==> config.mk <==
export PLATFORM = sky130hd
export DESIGN_NAME = multicycle_controller
export DESIGN_NICKNAME = d
export VERILOG_FILES = /design/src/rtl/multicycle_controller.sv
export SDC_FILE = /design/constraint.sdc
export NUM_CORES = 1
export LEC_CHECK = 0
export CAP_MARGIN = 25
export CELL_PAD_IN_SITES_DETAIL_PLACEMENT = 1
export CELL_PAD_IN_SITES_GLOBAL_PLACEMENT = 1
export CORE_MARGIN = 3
export CORE_UTILIZATION = 41
export DETAILED_ROUTE_END_ITERATION = 12
export PLACE_DENSITY_LB_ADDON = 0.1
export SLEW_MARGIN = 20
export SYNTH_ARGS = -nofsm -noshare
export SYNTH_HDL_FRONTEND = slang
export SYNTH_SLANG_ARGS = --single-unit
==> constraint.sdc <==
create_clock -name clk -period 5.3 [get_ports clk]
set_input_delay 0.795 -clock clk [delete_from_list [all_inputs] [get_ports clk]]
set_output_delay 0.795 -clock clk [all_outputs]
set_load 0.005 [all_outputs]
==> src/rtl/multicycle_controller.sv <==
// Multicycle RISC-style control FSM: FETCH/DECODE/EXECUTE/MEM/WRITEBACK with
// a memory-wait timeout that parks the machine in a sticky FAULT state.
module multicycle_controller #(
    parameter int TIMEOUT_CYCLES = 15
) (
    input  logic        clk,
    input  logic        reset,
    input  logic        load,
    input  logic        store,
    input  logic        branch,
    input  logic        regWrite,
    input  logic        JAL,
    input  logic        JALR,
    input  logic        AUIPC,
    input  logic        branch_taken,
    input  logic        mem_ready,
    output logic        ir_write,
    output logic        pc_write,
    output logic        reg_write,
    output logic        mem_req,
    output logic        mem_we,
    output logic        mem_sel,
    output logic [1:0]  pc_src,
    output logic [2:0]  state,
    output logic        fault,
    output logic [31:0] instr_count
);

    localparam int WW = (TIMEOUT_CYCLES < 2) ? 1 : $clog2(TIMEOUT_CYCLES + 1);

    typedef enum logic [2:0] {
        S_FETCH   = 3'd0,
        S_DECODE  = 3'd1,
        S_EXECUTE = 3'd2,
        S_MEM     = 3'd3,
        S_WB      = 3'd4,
        S_FAULT   = 3'd5
    } state_t;

    state_t        state_q, state_d;
    logic [WW-1:0] wait_q, wait_d, wait_nxt;
    logic          ld_q, st_q, br_q, rw_q, jal_q, jalr_q, auipc_q, taken_q;
    logic          ld_d, st_d, br_d, rw_d, jal_d, jalr_d, auipc_d, taken_d;
    logic [31:0]   instr_count_q;

    logic          retire, wait_inc, taken_now;
    logic          ir_c, req_c, we_c, sel_c, rw_c;
    logic [1:0]    src_c;

    // AUIPC only matters through regWrite; its latched copy is kept for state visibility.
    logic unused_auipc;
    assign unused_auipc = auipc_q;

    always_comb begin
        state_d  = state_q;
        ld_d     = ld_q;
        st_d     = st_q;
        br_d     = br_q;
        rw_d     = rw_q;
        jal_d    = jal_q;
        jalr_d   = jalr_q;
        auipc_d  = auipc_q;
        taken_d  = taken_q;
        ir_c     = 1'b0;
        req_c    = 1'b0;
        we_c     = 1'b0;
        sel_c    = 1'b0;
        rw_c     = 1'b0;
        retire   = 1'b0;
        wait_inc = 1'b0;

        case (state_q)
            S_FETCH: begin
                req_c = 1'b1;
                if (mem_ready) begin
                    ir_c    = 1'b1;
                    state_d = S_DECODE;
                end else begin
                    wait_inc = 1'b1;
                end
            end
            S_DECODE: begin
                ld_d    = load;
                st_d    = store;
                br_d    = branch;
                rw_d    = regWrite;
                jal_d   = JAL;
                jalr_d  = JALR;
                auipc_d = AUIPC;
                if ((load && store) || (JAL && JALR)) state_d = S_FAULT;
                else                                  state_d = S_EXECUTE;
            end
            S_EXECUTE: begin
                taken_d = branch_taken;
                if (ld_q || st_q) begin
                    state_d = S_MEM;
                end else if (rw_q) begin
                    state_d = S_WB;
                end else begin
                    retire  = 1'b1;
                    state_d = S_FETCH;
                end
            end
            S_MEM: begin
                req_c = 1'b1;
                sel_c = 1'b1;
                we_c  = st_q;
                if (mem_ready) begin
                    if (st_q) begin
                        retire  = 1'b1;
                        state_d = S_FETCH;
                    end else begin
                        state_d = S_WB;
                    end
                end else begin
                    wait_inc = 1'b1;
                end
            end
            S_WB: begin
                rw_c    = rw_q;
                retire  = 1'b1;
                state_d = S_FETCH;
            end
            S_FAULT: state_d = S_FAULT;
            default: state_d = S_FAULT;
        endcase

        // The timeout takes priority over staying put in the waiting state.
        wait_nxt = wait_q + WW'(1);
        if (wait_inc && (wait_nxt == WW'(TIMEOUT_CYCLES))) state_d = S_FAULT;

        if ((state_d != state_q) && ((state_d == S_FETCH) || (state_d == S_MEM))) wait_d = '0;
        else if (wait_inc)                                                          wait_d = wait_nxt;
        else                                                                        wait_d = wait_q;

        taken_now = (state_q == S_EXECUTE) ? branch_taken : taken_q;
        if (!retire)                        src_c = 2'd0;
        else if (jalr_q)                    src_c = 2'd2;
        else if (jal_q || (br_q && taken_now)) src_c = 2'd1;
        else                                src_c = 2'd0;
    end

    always_ff @(posedge clk or posedge reset) begin
        if (reset) begin
            state_q       <= S_FETCH;
            wait_q        <= '0;
            ld_q          <= 1'b0;
            st_q          <= 1'b0;
            br_q          <= 1'b0;
            rw_q          <= 1'b0;
            jal_q         <= 1'b0;
            jalr_q        <= 1'b0;
            auipc_q       <= 1'b0;
            taken_q       <= 1'b0;
            instr_count_q <= '0;
        end else begin
            state_q <= state_d;
            wait_q  <= wait_d;
            ld_q    <= ld_d;
            st_q    <= st_d;
            br_q    <= br_d;
            rw_q    <= rw_d;
            jal_q   <= jal_d;
            jalr_q  <= jalr_d;
            auipc_q <= auipc_d;
            taken_q <= taken_d;
            if (retire) instr_count_q <= instr_count_q + 32'd1;
        end
    end

    // Outputs are Mealy (ir_write/pc_write follow mem_ready) and forced low while reset is high.
    assign ir_write    = ir_c & ~reset;
    assign pc_write    = retire & ~reset;
    assign reg_write   = rw_c & ~reset;
    assign mem_req     = req_c & ~reset;
    assign mem_we      = we_c & ~reset;
    assign mem_sel     = sel_c & ~reset;
    assign pc_src      = reset ? 2'd0 : src_c;
    assign fault       = (state_q == S_FAULT) & ~reset;
    assign state       = state_q;
    assign instr_count = instr_count_q;

endmodule

==> results of run 1 <==
-- layout make-up --
class | count | area share
Multi-Input combinational cell | 171 | 0.383
Sequential cell | 46 | 0.378
Timing Repair Buffer | 54 | 0.176
Tap cell | 72 | 0.0295
Clock buffer | 5 | 0.0226
Inverter | 6 | 0.00739
Clock inverter | 2 | 0.00328
-- metal layers --
layer | GRT usage | wire length, µm | part of all wire
met5 | 0 | 0 | 0
met4 | 0.0581 | 59 | 0.011
met3 | 0.0461 | 225 | 0.042
met2 | 0.287 | 2580 | 0.48
met1 | 0.237 | 2560 | 0.47
-- kinds of logic (layout without fill, tap and decap cells) --
| group | count (synthesis) | in the layout | share of synthesized area |
|---|---|---|---|
| AOI/OAI and AO/OA | 16 | 16 | 0.0518 |
| xor gates and xnor gates | 35 | 35 | 0.129 |
| adders and majority gates | 3 | 3 | 0.0159 |
| muxes | 7 | 7 | 0.0333 |
| buffers and inverters | 10 | 67 | 0.0201 |
| and+or+nand+nor | 110 | 110 | 0.263 |
| DFF | 46 | 46 | 0.486 |
-- power by group through the flow --
stage          clock network [mW]  logic (mW)  registers [mW]
6_report                    0.202       0.390           0.531
5_1_grt                     0.223       0.437           0.545
4_1_cts                     0.208       0.399           0.532
3_5_place_dp                    0       0.396           0.539
3_3_place_gp                    0       0.386           0.534
2_1_floorplan                   0       0.269           0.495
-- sequential cells by signal, indices dropped and copies added, names as in the netlist --
register	flops
rw_q	1
ld_q	1
instr_count	32
jal_q	1
jalr_q	1
br_q	1
taken_q	1
state	3
wait_q	4
st_q	1
-- how the worst min path moves through the flow --
| stage | to | slack [ps] | startpoint |
|---|---|---|---|
| CTS | instr_count[31] | 480 | instr_count[31] |
| finish | instr_count[31] | 470 | instr_count[31] |
| global route | instr_count[31] | 490 | instr_count[31] |
| global placement | instr_count[31] | 460 | instr_count[31] |
| detailed placement | instr_count[31] | 460 | instr_count[31] |
| floorplan | instr_count[31] | 460 | instr_count[31] |
-- stage by stage --
stage / cells / instance area (µm²) / hold WS (ps)
final: 356 / 3050 / 468
after global routing: 356 / 3050 / 492
after global placement: 349 / 2970 / 456
after detailed placement: 349 / 2970 / 460
after floorplan: 227 / 2370 / 465
after CTS: 356 / 3050 / 475
-- layout by cell type (no fill, tap or decap), types with 7 or more instances in the layout --
cell and count:
clkdlybuf4s50_1 53, dfrtp_1 46, nor2_1 29, xor2_1 25, nand2_1 24, nand3_1 11, xnor2_1 10, nor3_1 9
mux2_2 7
-- worst register-to-register path, delay by kind of cell, from the launching register on --
kind | cells | cell delay [ps]
AOI/OAI and AO/OA | 1 | 160
xor gates and xnor gates | 1 | 180
DFF | 1 | 600
and+or+nand+nor | 3 | 1030
==> impl_metrics.ini, run 1 <==
[run_status]
outcome = finished clean

[detailed_routing]
viasPerCell = 5.19
wl_per_cell_um = 15.2
firstDrtPassIters = 4
vias = 1846
wirelength_um = 5420
detail-route-antenna-nets = 0
remaining_drc_errors = 0
first_iter_violations = 25

[critical_path]
worstSetupStartpointType = primary input
cp-end-kind = primary output
rr_worst_depth = 5
crit_end = pc_src[0]
cp_top_family = buffers and inverters
crit_type = in2out
required_ps = 4510
max_stage_delay_ps = 610
crit_arrival_ps = 2850
regToRegStartpoint = state[2]
cp-startpoint = mem_ready
slowest_stage = clkdlybuf4s50_1
path_max_fanout = 13
r2r_end = instr_count[22]
reg2reg_slack_ps = 3200
worst-path-stages = 6
crit_top_cell = clkdlybuf4s50_1
cp_cell_sequence = clkdlybuf4s50_1 > nand3_1 > o22ai_2 > nor2_2 > nor4_1 > clkdlybuf4s50_1
critPathBufInv = 2

[global_route]
grt_max_degree = 28
grt_pass1_vias = 1883
antenna_found_initial = 0
grt_pass1_wl_um = 9230
overflow = 0
grt_usage = 0.179

[min_path]
worstHoldPathType = reg2reg
hold_depth = 1

[yosys]
synth-main-ff-cell = dfrtp_1
synthDominantAreaCellType = dfrtp_1
ys_warn_count = 0
synth.most_common_cell = dfrtp_1
synth_nets = 241
synth_area_per_cell_um2 = 10.4
synth_cell_types = 44
synth_top_area_share = 0.486
synth_common_cells = 46 x dfrtp_1, 29 x nor2_1, 25 x xor2_1
synth_edf_count = 0
seq_area_frac_synth = 0.486
ys_ff_latch = 46
synth_area_leaders = dfrtp_1 49%, xor2_1 9.2%, nor2_1 4.6%
synthCells = 227
synthArstFlopShare = 1.00
post_synth_instance_area_um2 = 2370

[place]
place.gp.congestion = 0.732
pre_cts_slack_ps = 1660
dpl.hpwl_um = 4120
portBuffers = 53

[layout]
nets = 298
fillCellCount = 636
drive_above_1_share = 0.123
antenna_cells = 0
seqCellArea_um2 = 1150
synthToLayoutAreaGrowth_pct = 28.8
multi_input_area_um2 = 1170
final_core_util = 0.550

[floorplanning]
rows = 27
start_util = 0.427
die_h_um = 82.0
die-area_um2 = 6720
core_area_um2 = 5540
ioPinCount = 55
dieWidth_um = 82.0

[clock_network]
clkTransAtPathRegs_ps = 80
clock-sinks = 46
cts_setup_buffers = 0
numCtsBuffers = 5
clk_latency_ps = 290
clk_path_buf_depth = 2
ctsRootBufferMaster = clkbuf_8
cts_hold_buffers = 0
htree_levels = 2
ctsResizeCount = 0
cts_tree = done

[timing]
slew_violations = 0
relSlewSlack = 0.542
setup-violations-final = 0
final.setup.tns_ps = 0
setup_ws_ps = 1660
worst_slew_pin_slew_ps = 687
hold_viol = 0
fin_worst_skew_ps = 7.79
rsz0062_at_grt = false
clock.fmax_mhz = 275
finalCritPeriodShare = 0.687
fin_crit_ps = 3640

[power]
p_int_uw = 723
power-per-cell-area_nw_per_um2 = 368
p_clk_frac = 0.180
sequentialPowerShare = 0.473
irDropWorstVdd_v = 0.000194
p_switching_uw = 400
power_frac_comb = 0.348
p_leak_nw = 1.32
sw_frac_of_total = 0.356
power_mw = 1.12

[job]
drv_cap = 0
No activity file was read; power rests on OpenSTA's default activity.
==> inputs of run 2 (changes only) <==
--- a/config.mk
+++ b/config.mk
@@ -9,7 +9,7 @@
 export CELL_PAD_IN_SITES_DETAIL_PLACEMENT = 1
 export CELL_PAD_IN_SITES_GLOBAL_PLACEMENT = 1
 export CORE_MARGIN = 3
-export CORE_UTILIZATION = 41
+export CORE_UTILIZATION = 38
 export DETAILED_ROUTE_END_ITERATION = 12
 export PLACE_DENSITY_LB_ADDON = 0.1
 export SLEW_MARGIN = 20
==> constraint.sdc (replaced) <==
create_clock -name clk -period 3.75 [get_ports clk]
set_input_delay 0.5625 -clock clk [delete_from_list [all_inputs] [get_ports clk]]
set_output_delay 0.5625 -clock clk [all_outputs]
set_load 0.005 [all_outputs]
==> run 2 against run 1 <==
Non-clock buffer count grew 1. Final cell count grew 1.1%. Via count shrank 0.54%. Clock-buffer cell count grew 1. Total power grew 41%. Clock skew grew 2.9 ps.
==> impl_metrics.ini, run 2 (synthesis gave the netlist of run 1 again) <==
[detailed_routing]
vias = 1836
remaining_drc_errors = 0
first_iter_violations = 70
wl_per_cell_um = 14.5
wirelength_um = 5210
detail-route-antenna-nets = 0
firstDrtPassIters = 4
viasPerCell = 5.10

[layout]
final_common_cell = clkdlybuf4s50_1
drive_above_1_share = 0.123
layout_common_cells = 53 x clkdlybuf4s50_1, 46 x dfrtp_1, 29 x nor2_1
antenna_cells = 0
nets = 299
largest_register_ffs = 32
synthToLayoutAreaGrowth_pct = 29.3
fin_cells = 360
stdcell_area_um2 = 3060

[clock_network]
clk_latency_ps = 300
cts_tree = done
cts_setup_buffers = 0
clock-sinks = 46
clkTransAtPathRegs_ps = 90
ctsResizeCount = 0
htree_levels = 2
clk_path_buf_depth = 2
ctsRootBufferMaster = clkbuf_8
numCtsBuffers = 5
cts_hold_buffers = 0

[place]
pre_cts_slack_ps = 610
dpl.hpwl_um = 3990
portBuffers = 53
dp_cells = 353
place_area_um2 = 2980
place.gp.congestion = 0.760

[global_route]
grt_usage = 0.155
grt_pass1_wl_um = 8980
grt_max_degree = 25
grt_pass1_vias = 1875
antenna_found_initial = 0
overflow = 0

[critical_path]
cp-end-kind = primary output
crit_arrival_ps = 2590
rr_worst_depth = 5
cp-startpoint = mem_ready
regToRegStartpoint = state[2]
slowest_stage = clkdlybuf4s50_1
cp_cell_sequence = clkdlybuf4s50_1 > nand3_1 > o22ai_2 > nor2_2 > nor4_1 > clkdlybuf4s50_1
reg2reg_slack_ps = 1670
max_stage_delay_ps = 590
worstSetupStartpointType = primary input
crit_type = in2out
path_max_fanout = 13
r2r_end = instr_count[5]
crit_top_cell = clkdlybuf4s50_1
required_ps = 3190

[timing]
fin_crit_ps = 3150
setup-violations-final = 0
hold_viol = 0
final.setup.tns_ps = 0
fin_hold_ws_ps = 480
worst_slew_pin_slew_ps = 664
finalCritPeriodShare = 0.839
relSlewSlack = 0.557
clock.fmax_mhz = 318
setup_ws_ps = 602
fin_worst_skew_ps = 10.7
slew_violations = 0
rsz0062_at_grt = false

[floorplanning]
ioPinCount = 55
die-area_um2 = 7210
rows = 28
start_util = 0.395
core_area_um2 = 5990
die_h_um = 84.9
dieWidth_um = 84.9

[power]
p_leak_nw = 1.32
irDropWorstVdd_v = 0.000257
power-per-cell-area_nw_per_um2 = 518

[min_path]
worstHoldPathType = reg2reg
holdPathEnd = instr_count[31]
min_from = instr_count[31]
hold_depth = 1

[run_status]
outcome = finished clean

[job]
drv_cap = 0
## run 2: cell types whose count changed in the layout (fill, tap and decap cells not counted), sizes merged
cell / change
buf: +1
clkbuf: +1
clkinv: -2
clkinvlp: +1
## run 2: stage by stage
stage | power (mW) | utilization
finish | 1.59 | 0.511
global route | 1.71 | 0.511
CTS | 1.61 | 0.511
detailed placement | 1.32 | 0.498
global placement | 1.30 | 0.498
floorplan | 1.08 | -
## run 2: cell type report
| cell class | instances | area [µm²] |
|---|---|---|
| fillers | 674 | 2930 |
| multi-input cells | 171 | 1170 |
| flip-flops and latches | 46 | 1150 |
| repair buffers | 55 | 546 |
| well taps | 75 | 93.8 |
| clock buffers | 6 | 72.6 |
| inverters | 6 | 22.5 |
| clock inverters | 1 | 7.51 |
## run 2: layer usage
metal	vias up	GRT usage	wire [µm]
met5	-	0	0
met4	0	0.0388	48
met3	5	0.0350	207
met2	39	0.244	2380
met1	904	0.217	2570
li1	888	-	-
## run 2: worst max path at each step
stage | slack, ps | end
6_report | 600 | pc_src[0]
5_1_grt | 460 | pc_src[0]
4_1_cts | 570 | pc_src[0]
3_5_place_dp | 610 | pc_src[0]
3_3_place_gp | 630 | pc_src[0]
2_1_floorplan | 1170 | mem_we
## run 2: report_power, final
group	switching [mW]	internal, mW
logic	0.246	0.298
registers	0.154	0.597
clock network	0.162	0.128
## run 2: worst max-delay path, delay by kind of cell
family / cells / cell delay [ps]
buffers and inverters: 2 / 1140
AND/OR/NAND/NOR: 3 / 590
AO/OA/AOI/OAI: 1 / 280
==> inputs of run 3 (changes only) <==
--- a/config.mk
+++ b/config.mk
@@ -9,7 +9,7 @@
 export CELL_PAD_IN_SITES_DETAIL_PLACEMENT = 1
 export CELL_PAD_IN_SITES_GLOBAL_PLACEMENT = 1
 export CORE_MARGIN = 3
-export CORE_UTILIZATION = 38
+export CORE_UTILIZATION = 35
 export DETAILED_ROUTE_END_ITERATION = 12
 export PLACE_DENSITY_LB_ADDON = 0.1
 export SLEW_MARGIN = 20
==> constraint.sdc (replaced) <==
create_clock -name clk -period 2.6 [get_ports clk]
set_input_delay 0.39 -clock clk [delete_from_list [all_inputs] [get_ports clk]]
set_output_delay 0.39 -clock clk [all_outputs]
set_load 0.005 [all_outputs]
==> run 3 against run 2 <==
Final area grew 5.8%. Highest routed layer unchanged. Die area grew 7.9%. Global-route usage grew 0.71 points. Largest cell class unchanged.
==> impl_metrics.ini, run 3 (synthesis gave the netlist of run 1 again) <==
[run_status]
outcome = finished clean

[detailed_routing]
wirelength_um = 5710
detail-route-antenna-nets = 0
wl_met1_um = 2830
routed.top_layer = met4
viasPerCell = 5.09
wl_met3_um = 218
wl_per_cell_um = 15.3
first_iter_violations = 58
remaining_drc_errors = 0
wl_met2_um = 2590
firstDrtPassIters = 4
vias = 1904

[global_route]
grt_pass1_wl_um = 9760
grt_usage = 0.162
overflow = 0
grt_pass1_vias = 1999
grt_max_degree = 42
antenna_found_initial = 0

[floorplanning]
die_h_um = 88.2
dieWidth_um = 88.2
rows = 29
ioPinCount = 55
die-area_um2 = 7790
start_util = 0.367
core_area_um2 = 6460

[clock_network]
clk_latency_ps = 300
numCtsBuffers = 5
clock-sinks = 46
ctsRootBufferMaster = clkbuf_8
clk_path_buf_depth = 2
htree_levels = 2
clkTransAtPathRegs_ps = 90
cts_tree = done

[layout]
multi_input_area_um2 = 1180
nets = 310
synthToLayoutAreaGrowth_pct = 36.8
fillCellCount = 721
antenna_cells = 0
layout_common_cells = 50 x clkdlybuf4s50_1, 45 x dfrtp_1, 28 x nor2_1
drive_above_1_share = 0.175
largest_register_ffs = 32
fin_cells = 374
seqCellArea_um2 = 1150
final_common_cell = clkdlybuf4s50_1

[timing]
finalCritPeriodShare = 0.930
relSlewSlack = 0.651
slew_violations = 0
clock.fmax_mhz = 414
worst_slew_pin_slew_ps = 523
final.setup.tns_ps = 0
hold_viol = 0
fin_crit_ps = 2420
rsz0062_at_grt = false
setup-violations-final = 0
fin_worst_skew_ps = 12.3

[critical_path]
regToRegStartpoint = state[0]
path_max_fanout = 8
worstSetupStartpointType = primary input
crit_arrival_ps = 2030
rr_worst_depth = 7
crit_type = in2out
required_ps = 2210
r2r_end = wait_q[1]
reg2reg_slack_ps = 660
cp-end-kind = primary output

[place]
dpl.hpwl_um = 4270
portBuffers = 53
dp_cells = 363
place.gp.congestion = 0.837

[power]
p_leak_nw = 1.46
irDropWorstVdd_v = 0.000398
power-per-cell-area_nw_per_um2 = 828
power_mw = 2.68

[min_path]
worstHoldPathType = reg2reg
min_from = instr_count[31]
hold_depth = 1
holdPathEnd = instr_count[31]

[job]
drv_cap = 0
==> run 3: cell count changes in the layout (fill, tap and decap cells not counted), moves of 2 or more <==
cell,before,now
bufinv_16,0,2
buf_6,0,2
buf_4,2,11
dlymetal6s2s_1,0,3
clkdlybuf4s50_1,53,50
==> run 3: worst max path at each step <==
stage | start | endpoint | slack (ps) | depth (start not counted)
2_1_floorplan | reset | mem_we | 370 | 3
3_3_place_gp | mem_ready | pc_write | 120 | 7
3_5_place_dp | mem_ready | pc_write | 100 | 7
4_1_cts | st_q | pc_src[0] | 6 | 5
5_1_grt | reset | mem_we | 70 | 5
6_report | reset | mem_we | 180 | 5
==> run 3: critical path, stage by stage <==
cell	delay [ps]
clkdlybuf4s50_1	670
inv_2	160
and3_1	220
and2_1	150
clkdlybuf4s50_1	440
==> run 3: metrics by stage <==
stage	hold WS, ps	cell area, µm²	setup WS, ps	utilization
floorplan	465	2370	369	-
detailed placement	465	3040	105	0.471
global route	520	3240	74.5	0.501
global placement	463	3040	121	0.471
CTS	482	3210	5.77	0.498
finish	475	3240	182	0.501
==> run 3: routing by layer <==
layer,global-route usage,vias up
li1,-,912
met1,0.230,944
met2,0.250,42
met3,0.0354,6
met4,0.0453,0
met5,0,-
==> run 3: final cells by class <==
class                      count  area share
clock buffer                   6      0.0255
clock inverter                 2      0.0185
inverter                       6     0.00696
multi-input combinational    171       0.365
sequential                    46       0.356
tap                           77      0.0298
timing repair buffer          66       0.199
==> run 3: timing repair <==
| action | CTS | global route |
|---|---|---|
| gates resized for setup | 2 | 7 |
| hold buffers | 0 | 0 |
| setup buffers | 3 | 0 |
| endpoints found under the setup margin | 3 | 3 |
==> run 3: power by group <==
group / switching, mW / internal (mW) / total [mW]
Clock: 0.250 / 0.410 / 0.660
Combinational: 0.474 / 0.530 / 1.00
Sequential: 0.153 / 0.864 / 1.02
